**src/rtl/hazard_pkg.sv**
```systemverilog
// Shared types and constants for the 5-stage pipeline hazard controller.
// Holds the shadow-entry layout, forward-select codes and drain FSM states.
package hazard_pkg;

    // ARM has 16 architectural registers, so shadow entries carry 4-bit indices
    localparam int REG_IDX_W = 4;
    localparam logic [REG_IDX_W-1:0] PC_IDX = 4'd15;

    typedef enum logic [1:0] {
        FWD_RF = 2'b00,
        FWD_W  = 2'b01,
        FWD_M  = 2'b10
    } fwd_sel_e;

    typedef enum logic [0:0] {
        ST_RUN   = 1'b0,
        ST_DRAIN = 1'b1
    } state_e;

    typedef struct packed {
        logic                 valid;
        logic [REG_IDX_W-1:0] rd;
        logic                 regwrite;
        logic                 memtoreg;
        logic                 pcwrite;
    } shadow_entry_t;

    typedef struct packed {
        logic [REG_IDX_W-1:0] ra1;
        logic [REG_IDX_W-1:0] ra2;
        logic [REG_IDX_W-1:0] rs;
        logic                 use1;
        logic                 use2;
        logic                 uses;
    } src_entry_t;

    // A consumed source (never r15, which reads the PC) produced by a live writer
    function automatic logic src_hit(input logic [REG_IDX_W-1:0] src,
                                     input logic                 used,
                                     input shadow_entry_t        e);
        return used && (src != PC_IDX) && e.valid && e.regwrite && (e.rd == src);
    endfunction

endpackage

```
**src/rtl/hazard_fwd_mux_sel.sv**
```systemverilog
// Forward select for one E-stage operand: the younger writer in M wins
// over the older one in W; otherwise the register file value is used.
module hazard_fwd_mux_sel
    import hazard_pkg::*;
(
    input  logic [REG_IDX_W-1:0] src,
    input  logic                 src_used,
    input  shadow_entry_t        m_entry,
    input  shadow_entry_t        w_entry,
    output fwd_sel_e             sel
);

    logic unused_bits;
    assign unused_bits = ^{m_entry.memtoreg, m_entry.pcwrite,
                           w_entry.memtoreg, w_entry.pcwrite};

    always_comb begin
        sel = FWD_RF;
        if (src_hit(src, src_used, m_entry)) begin
            sel = FWD_M;
        end else if (src_hit(src, src_used, w_entry)) begin
            sel = FWD_W;
        end
    end

endmodule

```
**src/rtl/hazard_ctrl.sv**
```systemverilog
// Pipeline hazard controller: shadow scoreboard of E/M/W destinations driving
// operand forwarding, load-use stalls, branch flushes and PC-write drain.
//
// state    | meaning
// ST_RUN   | normal issue; load-use stalls and branch flushes only
// ST_DRAIN | PC writer has left D; hold F and bubble D until it retires
module hazard_ctrl
    import hazard_pkg::*;
#(
    parameter int REGW      = REG_IDX_W,
    parameter int DRAIN_CYC = 3
) (
    input  logic            clk,
    input  logic            reset,
    input  logic [REGW-1:0] RA1D,
    input  logic [REGW-1:0] RA2D,
    input  logic [REGW-1:0] RsD,
    input  logic            UseRA1D,
    input  logic            UseRA2D,
    input  logic            UseRsD,
    input  logic [REGW-1:0] RdD,
    input  logic            RegWriteD,
    input  logic            MemtoRegD,
    input  logic            PCSrcD,
    input  logic            CondExE,
    input  logic            BranchTakenE,
    output logic            StallF,
    output logic            StallD,
    output logic            FlushD,
    output logic            FlushE,
    output logic [1:0]      ForwardAE,
    output logic [1:0]      ForwardBE,
    output logic [1:0]      ForwardSE
);

    localparam int CW = $clog2(DRAIN_CYC + 1);
    localparam logic [CW-1:0] CNT_LOAD = CW'(DRAIN_CYC);
    localparam logic [CW-1:0] CNT_ONE  = CW'(1);

    state_e        state, state_nx;
    logic [CW-1:0] cnt, cnt_nx;
    shadow_entry_t e_q, m_q, w_q;
    src_entry_t    src_q;

    logic     ldstall;
    logic     stall_f, stall_d, flush_d, flush_e;
    fwd_sel_e fwd_a, fwd_b, fwd_s;

    hazard_fwd_mux_sel u_fwd_a (
        .src(src_q.ra1), .src_used(src_q.use1), .m_entry(m_q), .w_entry(w_q), .sel(fwd_a)
    );
    hazard_fwd_mux_sel u_fwd_b (
        .src(src_q.ra2), .src_used(src_q.use2), .m_entry(m_q), .w_entry(w_q), .sel(fwd_b)
    );
    hazard_fwd_mux_sel u_fwd_s (
        .src(src_q.rs), .src_used(src_q.uses), .m_entry(m_q), .w_entry(w_q), .sel(fwd_s)
    );

    always_comb begin
        ldstall = e_q.memtoreg && CondExE &&
                  (src_hit(RA1D, UseRA1D, e_q) ||
                   src_hit(RA2D, UseRA2D, e_q) ||
                   src_hit(RsD,  UseRsD,  e_q));

        stall_f  = 1'b0;
        stall_d  = 1'b0;
        flush_d  = 1'b0;
        flush_e  = 1'b0;
        state_nx = state;
        cnt_nx   = cnt;

        // A taken branch squashes D, so a pending load-use or drain is moot
        if (BranchTakenE) begin
            flush_d = 1'b1;
            flush_e = 1'b1;
        end else if (state == ST_DRAIN) begin
            stall_f = 1'b1;
            flush_d = 1'b1;
        end else if (ldstall) begin
            stall_f = 1'b1;
            stall_d = 1'b1;
            flush_e = 1'b1;
        end

        case (state)
            ST_RUN: begin
                if (PCSrcD && !stall_d && !flush_d) begin
                    state_nx = ST_DRAIN;
                    cnt_nx   = CNT_LOAD;
                end
            end
            ST_DRAIN: begin
                if (BranchTakenE || (e_q.valid && e_q.pcwrite && !CondExE) ||
                    (cnt == CNT_ONE)) begin
                    state_nx = ST_RUN;
                    cnt_nx   = '0;
                end else begin
                    cnt_nx = cnt - CNT_ONE;
                end
            end
            default: begin
                state_nx = ST_RUN;
                cnt_nx   = '0;
            end
        endcase
    end

    always_ff @(posedge clk) begin
        if (reset) begin
            state <= ST_RUN;
            cnt   <= '0;
            e_q   <= '0;
            m_q   <= '0;
            w_q   <= '0;
            src_q <= '0;
        end else begin
            state <= state_nx;
            cnt   <= cnt_nx;
            w_q   <= m_q;
            m_q   <= '{valid:    e_q.valid,
                       rd:       e_q.rd,
                       regwrite: e_q.regwrite && CondExE,
                       memtoreg: e_q.memtoreg,
                       pcwrite:  e_q.pcwrite && CondExE};
            if (flush_e || stall_d) begin
                e_q   <= '0;
                src_q <= '0;
            end else begin
                e_q   <= '{valid: 1'b1, rd: RdD, regwrite: RegWriteD,
                           memtoreg: MemtoRegD, pcwrite: PCSrcD};
                src_q <= '{ra1: RA1D, ra2: RA2D, rs: RsD,
                           use1: UseRA1D, use2: UseRA2D, uses: UseRsD};
            end
        end
    end

    // Reset dominates: outputs are quiet while it is held
    assign StallF    = stall_f && !reset;
    assign StallD    = stall_d && !reset;
    assign FlushD    = flush_d && !reset;
    assign FlushE    = flush_e && !reset;
    assign ForwardAE = reset ? 2'b00 : fwd_a;
    assign ForwardBE = reset ? 2'b00 : fwd_b;
    assign ForwardSE = reset ? 2'b00 : fwd_s;

endmodule
```
**config.mk**
```make
export PLATFORM = sky130hd
export DESIGN_NAME = hazard_ctrl
export DESIGN_NICKNAME = d
export VERILOG_FILES = /design/src/rtl/hazard_pkg.sv /design/src/rtl/hazard_fwd_mux_sel.sv /design/src/rtl/hazard_ctrl.sv
export SDC_FILE = /design/constraint.sdc
export NUM_CORES = 1
export LEC_CHECK = 0
export ABC_AREA = 0
export CAP_MARGIN = 20
export CORE_ASPECT_RATIO = 1.4
export CORE_MARGIN = 3
export CORE_UTILIZATION = 35
export CTS_BUF_LIST = sky130_fd_sc_hd__clkbuf_16
export CTS_CLUSTER_DIAMETER = 150
export DETAILED_ROUTE_END_ITERATION = 8
export GPL_ROUTABILITY_DRIVEN = 1
export PLACE_DENSITY_LB_ADDON = 0.05
export SETUP_SLACK_MARGIN = 0.05
export SLEW_MARGIN = 25
export SYNTH_ARGS = -nofsm -noshare
export SYNTH_HDL_FRONTEND = slang
export SYNTH_SLANG_ARGS = --single-unit
```
**constraint.sdc**
```tcl
create_clock -name clk -period 3.5 [get_ports clk]
set_input_delay 0.7 -clock clk [delete_from_list [all_inputs] [get_ports clk]]
set_output_delay 0.7 -clock clk [all_outputs]
set_load 0.1 [all_outputs]
```
Word level (Yosys, flattened, before mapping). Index checks and enable logic that the tools add are counted.

Input bits: 26. Logic and storage cells: 116. Bits in registers: 38. Output and inout port bits: 10.

Bitwise logic cells: 1. $add $sub $neg: 1. Reduce and logical (&&, ||, !) cells: 54. Mux-type cells: 24. Equal/unequal tests: 17.

Operators with widths (number): $logic_and 1x1->1 (44); $eq 4x4->1 (9); $ne 4x4->1 const B (6); $mux 2 (8); $mux 1 (13); $mux 8 (1); $logic_or 1x1->1 (5); $logic_not 1->1 (4); $pmux 2 s2 (1); $eq 2x1->1 const B (1); $ne 2x2->1 const B (1); $pmux 1 s2 (1); $reduce_or 2->1 (1); $sub 2x1->2 const B (1); $not 1->1 (1).

Depth between registers and ports, before layout.
Depth after elaboration: 16. Mapped depth: 7. Gate-level depth less buffers: 6.

By module. From an unflattened synthesis, not the netlist that was laid out.

Cells, all modules: 189. Area total of the unflattened synthesis: 1928.1 um^2.

By module, submodules not included: hazard_ctrl (seq. area each 840.8 um^2, instances 1, cells each 141, area each 1567.8 um^2); hazard_fwd_mux_sel (seq. area each 0.0 um^2, instances 3, cells each 16, area each 120.1 um^2).

Worst setup path before layout. Ideal clock, no wire load.

Path type: input-to-output. Start point: in reset. End point: out ForwardSE[0]. Setup slack: -1020 ps. Buffers on the path: 0. Data arrival time: 3820 ps. Stages on the path: 3. Data required time: 2800 ps. Cell sequence: and3b_1 nand2_1 nor4_1.

Cells in the longest elaborated chain, start to end: 1.

Ends and longest elaborated chain: start: declaration (line hazard_ctrl.sv:14) `input logic reset,`; $mux 2 (line hazard_ctrl.sv:144) `assign ForwardSE = reset ? 2'b00 : fwd_s;`; end: declaration (line hazard_ctrl.sv:33) `output logic [1:0] ForwardSE`.

Every way passes these cells.

Worst setup path in the final report.
Start point: in CondExE. End point: out StallF.

Cells in the longest elaborated chain, start to end: 6.

Ends and longest elaborated chain: start: declaration (line hazard_ctrl.sv:25) `input logic CondExE,`; $logic_and 1x1->1 (2 in series) (line hazard_ctrl.sv:60) `ldstall = e_q.memtoreg && CondExE &&`; $mux 1 (line hazard_ctrl.sv:79) `end else if (ldstall) begin`; $mux 1 (line hazard_ctrl.sv:76) `end else if (state == ST_DRAIN) begin`; $mux 1 (line hazard_ctrl.sv:73) `if (BranchTakenE) begin`; $logic_and 1x1->1 (line hazard_ctrl.sv:138) `assign StallF = stall_f && !reset;`; end: declaration (line hazard_ctrl.sv:27) `output logic StallF,`.

Every way passes these cells.

==> metrics.txt <==
count leader, synth sky130_fd_sc_hd__dfxtp_1; setup repair after global routing missed its margin no; Yosys top cell by area sky130_fd_sc_hd__dfxtp_1; H-tree depth reported by CTS 2; layout cell share with drive strength beyond 1 11.32%; internal power ~0.00079 W; Final Wtd Congestion 0.7850; leakage power summed over all cells roughly 0.9 nW; share of Yosys cell area claimed by the top area cell type 38.34%; leading cell types by count after synthesis sky130_fd_sc_hd__dfxtp_1 (38), sky130_fd_sc_hd__xnor2_1 (32), sky130_fd_sc_hd__nand3_1 (31), sky130_fd_sc_hd__nand2_1 (30), sky130_fd_sc_hd__o31ai_1 (22); worst slew margin relative to its limit between 60 and 70%; maximum operating frequency between 300 and 400 MHz; Layout Cell Area excl Fill 2636 µm²; path class of the lowest-slack min-delay path reg2reg; share of flip-flops with an asynchronous set or reset after synthesis 0%; Post-Syn Area between 1500 and 2000 µm²; capturing point of the worst reg2reg path state; Overall Power ~0.0010 W; Reg power frac roughly 46%; violation count after the first detailed-routing iteration 79; run status finished clean; hold violation total from the final report 0; number of flops mapped to enable cells by yosys 0; xor and xnor area share after synthesis between 10% and 20%; Req. time, crit path roughly 2800 ps; clock slew at the register clock pins of the worst setup and hold paths around 60 ps; Top FF cell, synth sky130_fd_sc_hd__dfxtp_1; Yosys reg bits 38; Net Sw Frac between 20% and 30%; maximum count of clock buffers along a single path 2; die area around 6600 µm²; Post-Layout Cell Count roughly 330; category of the worst setup path capture point output port; final sum of negative setup slack 0 ps; core area 5314 µm²; Final Net Count approximately 290; Initial Util between 30% and 40%; first-pass GRT wire length 8100 µm; synthesized area divided by synthesized cell count approximately 8.5 µm²; number of instances in the synthesized netlist about 230; layout filler cell count ~500; antenna violations before repair 0; shortest clock period the worst path allows after layout 3132 ps; mean routed wirelength per cell 14.70 µm; startpoint class of the critical path primary input; DP Worst Slack about 330 ps; share of the synthesized area in compound gates (AO/OA/AOI/OAI) between 10 and 15%; clock sink count 38; syn nets 260; worst reg2reg path startpoint e_q[7]; number of synthesis warnings 0; via total after detailed routing 1,702; fraction of the yosys area taken by sequential cells 38.34%; adder and majority cell fraction of the synthesized area 0.6305%; worst slew pin tran just over 500 ps; detailed placement HPWL about 3800 µm; vertical extent of the die 95.10 µm; Inserted Diodes 0; max-capacitance violation count 0; top fanout value on the critical path 8; maximum number of pins on one net before global-route repair 46; CP startpoint CondExE; Placed Cells roughly 320; fraction of synthesized area in multiplexers less than 1%; pins over their slew limit 0; crit share post-route approximately nine tenths; last element of the critical path StallF; share of total power in the clock network 40.0%; pwr/cell area roughly 400 nW/µm²; type of the setup path with the least slack in2out; placed instance area 2501 µm²; TritonRoute pass-1 iters 5; flop2flop setup slack roughly 1800 ps; count of antenna-violating nets left after detailed routing 0; largest cells by area after synthesis sky130_fd_sc_hd__dfxtp_1 (38%), sky130_fd_sc_hd__xnor2_1 (14%), sky130_fd_sc_hd__o31ai_1 (8.3%), sky130_fd_sc_hd__nand3_1 (7.8%), sky130_fd_sc_hd__nand2_1 (5.7%); post-route setup slack 368.2 ps; CTS Hold Bufs 0; skew final approximately 6.5 ps; grt ovf 0; Root Buffer sky130_fd_sc_hd__clkbuf_16; routed wire length 4866 µm; clk_lat worst skew about 280 ps; via count of the first global-routing pass 1,706; number of remaining DRC errors 0; die width slightly below 70 µm; TritonCTS clock tree done; distinct cell type count after synthesis 30; main combinational cell family by area after synthesis simple AND/OR/NAND/NOR gates; endpoint arrival time on the critical path ~2400 ps; Area growth, synth to finish 32.85%; relative contribution of combinational cells to total power between 10 and 15%; number of failing setup endpoints in the final timing report 0; Max rail drop VDD ~210 µV; number of input and output port buffers inserted 35; count of cells along the worst register-to-register path 5; power dissipated by switching net loads approximately 0.00026 W; top-level I/O count 36; Synth Area in Simple Gates about 25%; post-CTS repair timing setup buffer count 0; CTS Buf Count 5; count of cells resized by post-cts repair 0; number of rows created at floorplan 31; vias per std cell 5.142; overall track demand over capacity in global routing roughly 15%
cells in the final DEF (no fill, tap or decap), drive strengths merged, types with 3 or more instances in the layout:
cell type,Yosys,final
xor2,4,4
nor3,4,4
nor2b,12,12
clkdlybuf4s50,0,25
dfxtp,38,38
buf,8,17
clkbuf,9,5
nor2,7,7
nand4,9,9
xnor2,32,32
nand2,30,30
inv,4,4
nand3,31,31
o22ai,3,3
o31ai,22,22
nor4,4,4
through the flow:
step	hold WS, ps	util, %
final	485.2	49.61
after global routing	509.5	49.61
after CTS	488.5	49.61
after detailed placement	477.3	47.07
after global placement	486.1	47.07
after floorplan	412.5	-
logic make-up after synthesis:
group | after synthesis
DFF | 38
buffers and inverters | 21
and+or+nand+nor | 101
xor gates and xnor gates | 36
muxes | 1
AOI/OAI and AO/OA | 35
adders and majority gates | 1
routing by layer:
metal | part of all wire [%] | global-route usage [%] | vias up
met5 | 0 | 0 | -
met4 | 1.4 | 4.952 | 0
met3 | 3.8 | 3.059 | 6
met2 | 54 | 29.86 | 38
met1 | 41 | 16.97 | 771
li1 | - | - | 887
critical path, cell delays in order:
cell and delay (ps):
sky130_fd_sc_hd__clkdlybuf4s50_1 500, sky130_fd_sc_hd__and4_1 250, sky130_fd_sc_hd__nand4_1 160, sky130_fd_sc_hd__o32ai_4 410
sky130_fd_sc_hd__o31a_1 230, sky130_fd_sc_hd__buf_12 180
layout make-up:
class	instances	area [µm²]	share of cell area [%]
clock buffers	5	125.1	4.746
clock inverters	2	10.01	0.3797
inverters	4	15.01	0.5695
multi-input cells	174	1140	43.24
flip-flops and latches	38	760.7	28.86
well taps	66	82.58	3.132
repair buffers	42	503.0	19.08
state kept, by name (all words and copies together), names as in the netlist:
signal  cells
cnt         2
src_q      15
w_q         6
state       1
m_q         6
e_q         8
power by group through the flow:
stage	registers (W)	clock network, W	logic (W)
after floorplan	0.000476	0	0.0000950
after global placement	0.000485	0	0.000150
after detailed placement	0.000485	0	0.000151
after CTS	0.000476	0.000427	0.000152
after global routing	0.000479	0.000447	0.000164
final	0.000476	0.000418	0.000150
worst min-delay path by stage:
stage,startpoint,to,slack [ps],cells after the start
after floorplan,e_q[2],m_q[2],410,2
after global placement,e_q[2],m_q[2],490,2
after detailed placement,e_q[2],m_q[2],480,2
after CTS,e_q[2],m_q[2],490,2
after global routing,e_q[2],m_q[2],510,2
final,e_q[2],m_q[2],490,2
Power figures use the tool's default switching activity.
